$ cat src/rtl/square_f32_iterative.sv
`timescale 1ns/1ps
// Sequential IEEE-754 f32 squarer: 24x24 shift-add mantissa product, one bit per cycle,
// round-to-nearest-even, saturation to +inf and flush to +0. Operand sign is discarded.
//
// state | meaning
// IDLE  | waiting for the first start after reset
// MULT  | accumulating m<<counter for each set bit of m, LSB first
// NORM  | normalise, round, range-check and register the result
// DONE  | result and flags held with rdy=1; start restarts immediately
module square_f32_iterative #(
    parameter int WIDTH         = 32,
    parameter int EXPONENTWIDTH = 8,
    parameter int MANTISSAWIDTH = 23
) (
    input  logic             clk,
    input  logic             rst,
    input  logic             start,
    input  logic [WIDTH-1:0] a,
    output logic             busy,
    output logic             rdy,
    output logic [WIDTH-1:0] sq,
    output logic             overflow,
    output logic             underflow
);
    localparam int EW = EXPONENTWIDTH;
    localparam int FW = MANTISSAWIDTH;
    localparam int MW = FW + 1;
    localparam int PW = 2 * MW;
    localparam int XW = EW + 2;
    localparam int CW = $clog2(MW);

    localparam logic [EW-1:0]        EXP_MAX  = '1;
    localparam logic signed [XW-1:0] BIAS     = XW'((1 << (EW - 1)) - 1);
    localparam logic signed [XW-1:0] E_MAX    = XW'((1 << EW) - 1);
    localparam logic signed [XW-1:0] ONE      = XW'(1);
    localparam logic signed [XW-1:0] ZERO     = '0;
    localparam logic [CW-1:0]        CNT_LAST = CW'(MW - 1);
    localparam logic [WIDTH-1:0]     POS_INF  = {1'b0, {EW{1'b1}}, {FW{1'b0}}};
    localparam logic [WIDTH-1:0]     QNAN     = {1'b0, {EW{1'b1}}, 1'b1, {(FW - 1){1'b0}}};

    typedef enum logic [1:0] {IDLE, MULT, NORM, DONE} state_t;

    state_t        state;
    logic [CW-1:0] cnt;
    logic [PW-1:0] prod;
    logic [MW-1:0] m;
    logic [EW-1:0] exp_r;

    logic [EW-1:0] a_exp;
    logic [FW-1:0] a_frac;
    logic          unused_sign;

    assign a_exp       = a[WIDTH-2 -: EW];
    assign a_frac      = a[FW-1:0];
    assign unused_sign = a[WIDTH-1];

    logic signed [XW-1:0] e2_norm;
    logic signed [XW-1:0] e2_fin;
    logic [FW-1:0]        frac_t;
    logic [FW:0]          frac_sum;
    logic                 guard;
    logic                 sticky;
    logic                 round_up;
    logic                 carry;

    // Product of two 1.x mantissas lies in [1,4); bit PW-1 selects the binade.
    always_comb begin
        e2_norm = $signed({1'b0, exp_r, 1'b0}) - BIAS;
        if (prod[PW-1]) begin
            frac_t  = prod[PW-2 -: FW];
            guard   = prod[PW-2-FW];
            sticky  = |prod[PW-3-FW:0];
            e2_norm = e2_norm + ONE;
        end else begin
            frac_t  = prod[PW-3 -: FW];
            guard   = prod[PW-3-FW];
            sticky  = |prod[PW-4-FW:0];
        end
        round_up = guard & (sticky | frac_t[0]);
        frac_sum = {1'b0, frac_t} + {{FW{1'b0}}, round_up};
        carry    = frac_sum[FW];
        e2_fin   = carry ? e2_norm + ONE : e2_norm;
    end

    always_ff @(posedge clk or posedge rst) begin
        if (rst) begin
            state     <= IDLE;
            busy      <= 1'b0;
            rdy       <= 1'b0;
            sq        <= '0;
            overflow  <= 1'b0;
            underflow <= 1'b0;
            cnt       <= '0;
            prod      <= '0;
            m         <= '0;
            exp_r     <= '0;
        end else begin
            case (state)
                IDLE, DONE: begin
                    if (start) begin
                        rdy       <= 1'b0;
                        overflow  <= 1'b0;
                        underflow <= 1'b0;
                        exp_r     <= a_exp;
                        m         <= {1'b1, a_frac};
                        prod      <= '0;
                        cnt       <= '0;
                        if (a_exp == '0) begin
                            sq    <= '0;
                            busy  <= 1'b0;
                            rdy   <= 1'b1;
                            state <= DONE;
                        end else if (a_exp == EXP_MAX) begin
                            sq    <= (a_frac == '0) ? POS_INF : QNAN;
                            busy  <= 1'b0;
                            rdy   <= 1'b1;
                            state <= DONE;
                        end else begin
                            busy  <= 1'b1;
                            state <= MULT;
                        end
                    end
                end
                MULT: begin
                    if (m[cnt]) begin
                        prod <= prod + (PW'(m) << cnt);
                    end
                    if (cnt == CNT_LAST) begin
                        state <= NORM;
                    end else begin
                        cnt <= cnt + 1'b1;
                    end
                end
                NORM: begin
                    if (e2_fin >= E_MAX) begin
                        sq       <= POS_INF;
                        overflow <= 1'b1;
                    end else if (e2_fin <= ZERO) begin
                        sq        <= '0;
                        underflow <= 1'b1;
                    end else begin
                        sq <= {1'b0, e2_fin[EW-1:0], frac_sum[FW-1:0]};
                    end
                    busy  <= 1'b0;
                    rdy   <= 1'b1;
                    state <= DONE;
                end
                default: state <= IDLE;
            endcase
        end
    end
endmodule

$ cat config.mk
export PLATFORM = sky130hd
export DESIGN_NAME = square_f32_iterative
export DESIGN_NICKNAME = d
export VERILOG_FILES = /design/src/rtl/square_f32_iterative.sv
export SDC_FILE = /design/constraint.sdc
export NUM_CORES = 1
export LEC_CHECK = 0
export ABC_AREA = 1
export BUFFER_PORTS_ARGS = -buffer_cell sky130_fd_sc_hd__buf_4
export CORE_ASPECT_RATIO = 1.5
export CORE_MARGIN = 5
export CORE_UTILIZATION = 63
export CTS_CLUSTER_SIZE = 20
export DETAILED_ROUTE_END_ITERATION = 6
export PLACE_DENSITY = 0.82
export SYNTH_ARGS = -nofsm -noshare
export SYNTH_HDL_FRONTEND = slang
export SYNTH_SLANG_ARGS = --single-unit
export TNS_END_PERCENT = 50
$ cat constraint.sdc
create_clock -name clk -period 4.9 [get_ports clk]
set_input_delay 0.49 -clock clk [delete_from_list [all_inputs] [get_ports clk]]
set_output_delay 0.49 -clock clk [all_outputs]
set_load 0.01 [all_outputs]
==> qor.csv, run 1 <==
stage,metric,value,unit
run_status,status,"finished, violations left",
run_status,violations,DRC,
route,route.detailed.drc,1,
synthesis,yosysTopAreaCell,dfrtp_1,
pwr,sequentialPowerShare,0.181,
clocking,post_cts_buffers,0,
route,wl_per_cell,17.21,um
pwr,p_leak,0.005808,uW
placed_design,gp_congestion,1.104,
placed_design,dp_hpwl,27410,um
setup_path,crit_fanout,28,
finish,layout.nets,1860,
global_route,grt_max_degree,47,
clocking,htreeDepth,4,
pwr,power_frac_comb,0.675,
floorplanning,start_util,0.6416,
worst_hold_path,hold_path.class,input pin to async pin,
setup_path,startpoint_type,flop,
placed_design,dpl.cell_count,1962,
floorplanning,rows,59,
finish,area_growth,10.79,%
pwr,clock_power_share,0.144,
sta,final_max_slew_viol_count,0,
synthesis,synthesis.nets,1812,
synthesis,synth-seq-cells,122,
pwr,p_sw,4988,uW
synthesis,yosys-top-cells-area,"dfrtp_1 27%, nand2_1 14%, o21ai_0 8.0%",
finish,layout_common_cells,"425 x nand2_1, 206 x inv_1, 201 x nor2_1, 178 x o21ai_0, 121 x dfrtp_1",
synthesis,yosysWarnings,0,
clocking,cts_tree,yes,
finish,instances_no_fill,1992,
clocking,numCtsBuffers,17,
route,vias,11730,
setup_path,cp.arrival,4680,ps
synthesis,ys.flop_type,dfrtp_1,
sta,fin_crit,4387,ps
sta,grt_setup_unrepaired,no,
pwr,peakVddDrop,0.0007569,V
route,drtPass1Iterations,7,
global_route,grt_pass1_vias,11320,
finish,antenna_cells,0,
setup_path,r2r_end,prod[37],
clocking,cts_buffer_depth,2,
finish,final_layout_size_suffix_gt1_frac,0.1017,
route,ant_nets,0,
pwr,power_switching_share,0.5467,
sta,slew-limit-headroom,0.3882,
sta,finalHoldViolCount,0,
setup_path,rrSetupSlack,510,ps
setup_path,cp-end-kind,flop,
sta,fin_crit_sh,0.8953,
synthesis,netlist_area,11180,um^2
setup_path,timing.rr.start,cnt[0],
sta,tns,0,ps
synthesis,async_flop_share,1.000,
route,vias_per_cell,5.890,
synthesis,synth_cell_type_count,53,
sta,finalSetupViolations,0,
synthesis,synth_edf_count,0,
sta,tightest_slew,915.5,ps
clocking,ctsHoldBuffers,0,
pwr,intPower,4136,uW
sta,max_freq,227.9,MHz
setup_path,crit_type,flop to flop,
synthesis,synth_cells,1720,
synthesis,seq_area_frac_synth,0.2731,
synthesis,synth_top_area_frac,0.2731,
setup_path,crit_required,5190,ps
run,drv_cap,0,
pwr,p_per_area,736.8,nW/um^2
global_route,grt_overflow,0,
clocking,cts.sinks,122,
sta,skew,13.46,ps
floorplanning,die_h,173.1,um
floorplanning,io_pins,71,
floorplanning,die_width,118.8,um
global_route,antenna_found_initial,0,
clocking,cts-resized-gates,0,
global_route,grt_pass1_wl,55450,um
synthesis,syn_area_per_cell,6.498,um^2
floorplanning,core-area,17420,um^2
setup_path,worstRegToRegCells,17,
route,drtIter0Drc,965,
finish,final_common_cell,nand2_1,
route,routed_wl,34280,um
clocking,clk_pin_slew,60,ps
placed_design,numPortBuffers,68,
floorplanning,floorplan.die_area,20560,um^2
clocking,clk_latency,430,ps
clocking,root_buffer,clkbuf_16,
global_route,grt_util_all_layers,0.3305,
-- flip-flops by register name, summed over array words and instances (netlist names) --
register / count
exp_r: 8
cnt: 5
underflow: 1
prod: 48
rdy: 1
m: 24
sq: 31
busy: 1
overflow: 1
state: 2
-- cell usage after synthesis, types with 9 or more instances --
| cell | n |
|---|---|
| a21o_1 | 9 |
| a21oi_1 | 94 |
| a31oi_1 | 18 |
| buf_1 | 12 |
| clkbuf_1 | 28 |
| dfrtp_1 | 122 |
| ha_1 | 56 |
| inv_1 | 207 |
| mux2i_1 | 17 |
| nand2_1 | 425 |
| nand2_2 | 13 |
| nand3_1 | 75 |
| nand4_1 | 25 |
| nor2_1 | 201 |
| nor2_2 | 9 |
| nor3_1 | 13 |
| nor4_1 | 14 |
| o211ai_1 | 10 |
| o21ai_0 | 178 |
| o21ai_2 | 13 |
| o22ai_1 | 51 |
| xnor2_1 | 17 |
| xor2_1 | 27 |
-- layer usage --
| layer | track usage | up-vias | part of all wire |
|---|---|---|---|
| li1 | - | 5823 | - |
| met1 | 0.3736 | 5342 | 0.39 |
| met2 | 0.5834 | 438 | 0.50 |
| met3 | 0.04542 | 129 | 0.048 |
| met4 | 0.2030 | 0 | 0.065 |
| met5 | 0 | - | 0 |
-- metrics by stage --
stage / total power, uW / util / cell area (um^2) / setup WS (ps) / hold slack (ps)
2_1_floorplan: 6058 / - / 11180 / 1167 / 444.5
3_3_place_gp: 7536 / 0.6767 / 11790 / 567.1 / 462.3
3_5_place_dp: 7651 / 0.6767 / 11790 / 501.0 / 470.6
4_1_cts: 9002 / 0.7106 / 12380 / 453.9 / 65.10
5_1_grt: 9844 / 0.7108 / 12380 / 21.62 / 88.35
6_report: 9124 / 0.7108 / 12380 / 513.1 / 66.36
-- worst max-delay path, cell delays in order (launching register included) --
cell and delay [ps]:
dfrtp_1 390, clkinvlp_4 380, nand2_1 190, o21ai_0 130, o21ai_0 250, o21ai_0 180
o21ai_0 340, nor2_1 120, ha_1 360, nand2_1 110, nor2_1 130, inv_1 70
o21ai_0 340, a21oi_1 260, o21ai_0 520, a21oi_1 170, o21ai_0 200, o21ai_0 110
-- final cells by class --
type	instances	area, um^2
Sequential cell	122	3054
Tap cell	213	266.5
Fill cell	1559	5039
Clock buffer	18	439.2
Inverter	215	815.8
Multi-Input combinational cell	1328	7027
Clock inverter	12	150.1
Timing Repair Buffer	84	630.6
-- logic make-up (layout without fill, tap and decap cells) --
| group | Yosys count | count (layout) | share of synthesized area |
|---|---|---|---|
| adder cells (fa/ha/maj) | 57 | 57 | 0.06448 |
| other | 1 | 1 | 0.0003355 |
| buffers and inverters | 270 | 329 | 0.09818 |
| flip-flops | 122 | 122 | 0.2731 |
| AO/OA/AOI/OAI | 406 | 406 | 0.2047 |
| XOR/XNOR | 44 | 44 | 0.03448 |
| AND/OR/NAND/NOR | 795 | 795 | 0.3014 |
| multiplexers | 25 | 25 | 0.02328 |
-- how the worst max path moves through the flow --
stage / startpoint / end / slack (ps) / depth (start not counted)
after global routing: cnt[0] / prod[37] / 20 / 18
final: cnt[0] / prod[37] / 510 / 17
after detailed placement: cnt[0] / prod[42] / 500 / 21
after global placement: cnt[0] / prod[42] / 570 / 21
after floorplan: rst / busy / 1170 / 1
after CTS: cnt[0] / prod[37] / 450 / 17
-- power by group through the flow --
stage                     sequential, uW  combinational, uW  clock (uW)
after floorplan                     1560               4500           0
after global placement              1640               5890           0
after detailed placement            1660               5990           0
after CTS                           1640               6040        1310
after global routing                1700               6780        1370
final                               1650               6160        1310
No activity file was read; power rests on OpenSTA's default activity.
==> inputs of run 2 (changes only) <==
--- a/config.mk
+++ b/config.mk
@@ -12,7 +12,7 @@
 export CORE_UTILIZATION = 63
 export CTS_CLUSTER_SIZE = 20
 export DETAILED_ROUTE_END_ITERATION = 6
-export PLACE_DENSITY = 0.82
+export PLACE_DENSITY = 0.9
 export SYNTH_ARGS = -nofsm -noshare
 export SYNTH_HDL_FRONTEND = slang
 export SYNTH_SLANG_ARGS = --single-unit
==> qor.csv, run 2 (synthesis results as in run 1) <==
stage,metric,value,unit,change
run_status,status,"finished, violations left",,
run_status,violations,DRC,,
finish,layout_common_cells,"425 x nand2_1, 206 x inv_1, 201 x nor2_1, 178 x o21ai_0, 121 x dfrtp_1",,
global_route,grt_overflow,0,,unchanged
floorplanning,core-area,17420,um^2,unchanged
pwr,p_leak,0.005802,uW,-0.11%
finish,final_common_cell,nand2_1,,
sta,finalSetupViolations,0,,unchanged
clocking,htreeDepth,4,,unchanged
placed_design,dpl_worst_slack,758.9,ps,+258.0 ps
route,routed_wl,34970,um,+2.0%
route,drtPass1Iterations,7,,unchanged
sta,tightest_slew,969.2,ps,+53.69 ps
placed_design,numPortBuffers,68,,unchanged
clocking,cts.sinks,122,,unchanged
clocking,numCtsBuffers,17,,unchanged
global_route,grt_pass1_wl,55810,um,+0.65%
setup_path,worstRegToRegCells,19,,+2
setup_path,crit_start,cnt[0],,
global_route,grt_use_met3,0.05621,,+0.01078
placed_design,gp_congestion,1.029,,-6.8%
route,vias,11740,,+0.026%
placed_design,dpl_cell_area,11790,um^2,unchanged
finish,regMostFlops,prod,,
clocking,cts_buffer_depth,2,,unchanged
route,vias_per_cell,5.885,,about the same
sta,slew-limit-headroom,0.3538,,-0.03431
sta,max_freq,232.6,MHz,+2.1%
clocking,post_cts_buffers,0,,unchanged
global_route,grt_max_degree,80,,+70%
setup_path,cp.arrival,4630,ps,-50 ps
pwr,peakVddDrop,0.0005658,V,-25%
global_route,antenna_found_initial,0,,unchanged
finish,largest_reg_flops,48,,unchanged
setup_path,crit_required,5230,ps,+40 ps
global_route,grt_use_met2,0.6026,,+0.01922
route,drtIter0Drc,1073,,+11%
floorplanning,floorplan.die_area,20560,um^2,unchanged
setup_path,cp-end-kind,flop,,
setup_path,startpoint_type,flop,,
clocking,cts_tree,yes,,
sta,worst_slack,601.3,ps,+88.25 ps
floorplanning,die_h,173.1,um,unchanged
floorplanning,io_pins,71,,unchanged
global_route,grt_pass1_vias,11470,,+1.4%
worst_hold_path,hold_path.class,input pin to async pin,,
sta,whs,286.6,ps,+220.2 ps
clocking,cts-resized-gates,0,,unchanged
floorplanning,start_util,0.6416,,unchanged
finish,instances_no_fill,1994,,+0.10%
clocking,clk_latency,430,ps,about the same
run,drv_cap,0,,unchanged
floorplanning,die_width,118.8,um,unchanged
route,ant_nets,0,,unchanged
sta,final_max_slew_viol_count,0,,unchanged
sta,fin_crit_sh,0.8773,,-0.01801
finish,area_growth,10.65,%,
placed_design,dpl.cell_count,1962,,unchanged
sta,finalHoldViolCount,0,,unchanged
floorplanning,rows,59,,unchanged
sta,skew,13.55,ps,+0.09190 ps
route,wl_per_cell,17.54,um,+1.9%
finish,fillers,1582,,+1.5%
clocking,root_buffer,clkbuf_16,,
global_route,grt_util_all_layers,0.3360,,+0.005507
clocking,ctsHoldBuffers,0,,unchanged
pwr,p_per_area,737.6,nW/um^2,+0.10%
global_route,top_usage_layer,met2,,
setup_path,timing.rr.start,cnt[0],,
global_route,use_met1,0.3683,,-0.005308
finish,final_area,12370,um^2,-0.13%
route,route.detailed.drc,19,,+18
sta,tns,0,ps,unchanged
setup_path,crit_type,flop to flop,,
clocking,clk_pin_slew,70,ps,about the same
sta,grt_setup_unrepaired,no,,
placed_design,dp_hpwl,27720,um,+1.1%
finish,layout.nets,1860,,unchanged
sta,fin_crit,4299,ps,-88.25 ps
setup_path,crit_fanout,18,,-36%
finish,antenna_cells,0,,unchanged
finish,top_regs,"prod x48, sq x31, m x24",,
finish,final_layout_size_suffix_gt1_frac,0.1022,,+0.0004472
run 2: cell types whose count changed in the layout (fill, tap and decap cells not counted), sizes merged:
cell / delta
inv: +4
bufinv: -2
clkinv: +1
clkinvlp: -1
run 2: per-layer routing:
metal | vias to the layer above | wire, um | part of all wire
met5 | - | 0 | 0
met4 | 0 | 2154 | 0.062
met3 | 127 | 1880 | 0.054
met2 | 413 | 17740 | 0.51
met1 | 5390 | 13200 | 0.38
li1 | 5805 | - | -
run 2: power by group:
part	internal (uW)	switching, uW	total, uW
registers	1340	309	1650
logic	2000	4200	6200
clock network	723	551	1270
total	4060	5060	9120
run 2: final timing paths:
path | endpoint | slack [ps]
max reg2reg | prod[37] | 600
max | prod[37] | 600
min reg2reg | sq[7] | 480
min in group clk | m[14] | 300
max in group asynchronous | prod[47] | 3420
min | sq[27] | 290
run 2: through the flow:
stage	utilization	power (uW)
3_3_place_gp	0.6767	7557
4_1_cts	0.7099	8999
2_1_floorplan	-	6058
5_1_grt	0.7099	9846
3_5_place_dp	0.6767	7677
6_report	0.7099	9122
run 2: area by class of cell:
type                       instances  area (um^2)  share of cell area
clock buffer                      18        439.2             0.03551
clock inverter                    14        137.6             0.01113
sequential                       122         3054              0.2470
tap                              213        266.5             0.02155
inverter                         215        812.0             0.06566
multi-input combinational       1328         7027              0.5682
timing repair buffer              84        630.6             0.05099
run 2: critical path, cell delays in order (launching register included):
cell and delay (ps):
dfrtp_1 350, clkinv_1 220, buf_4 280, nand2_1 80, o21ai_0 100, o21ai_0 230, o21ai_0 200, o21ai_0 290
nor2_1 100, ha_1 360, nand2_1 110, nor2_1 140, inv_1 70, o21ai_0 370, a21oi_1 240, o21ai_0 460
a21oi_1 240, a21oi_1 160, o21ai_0 100, o21ai_0 80
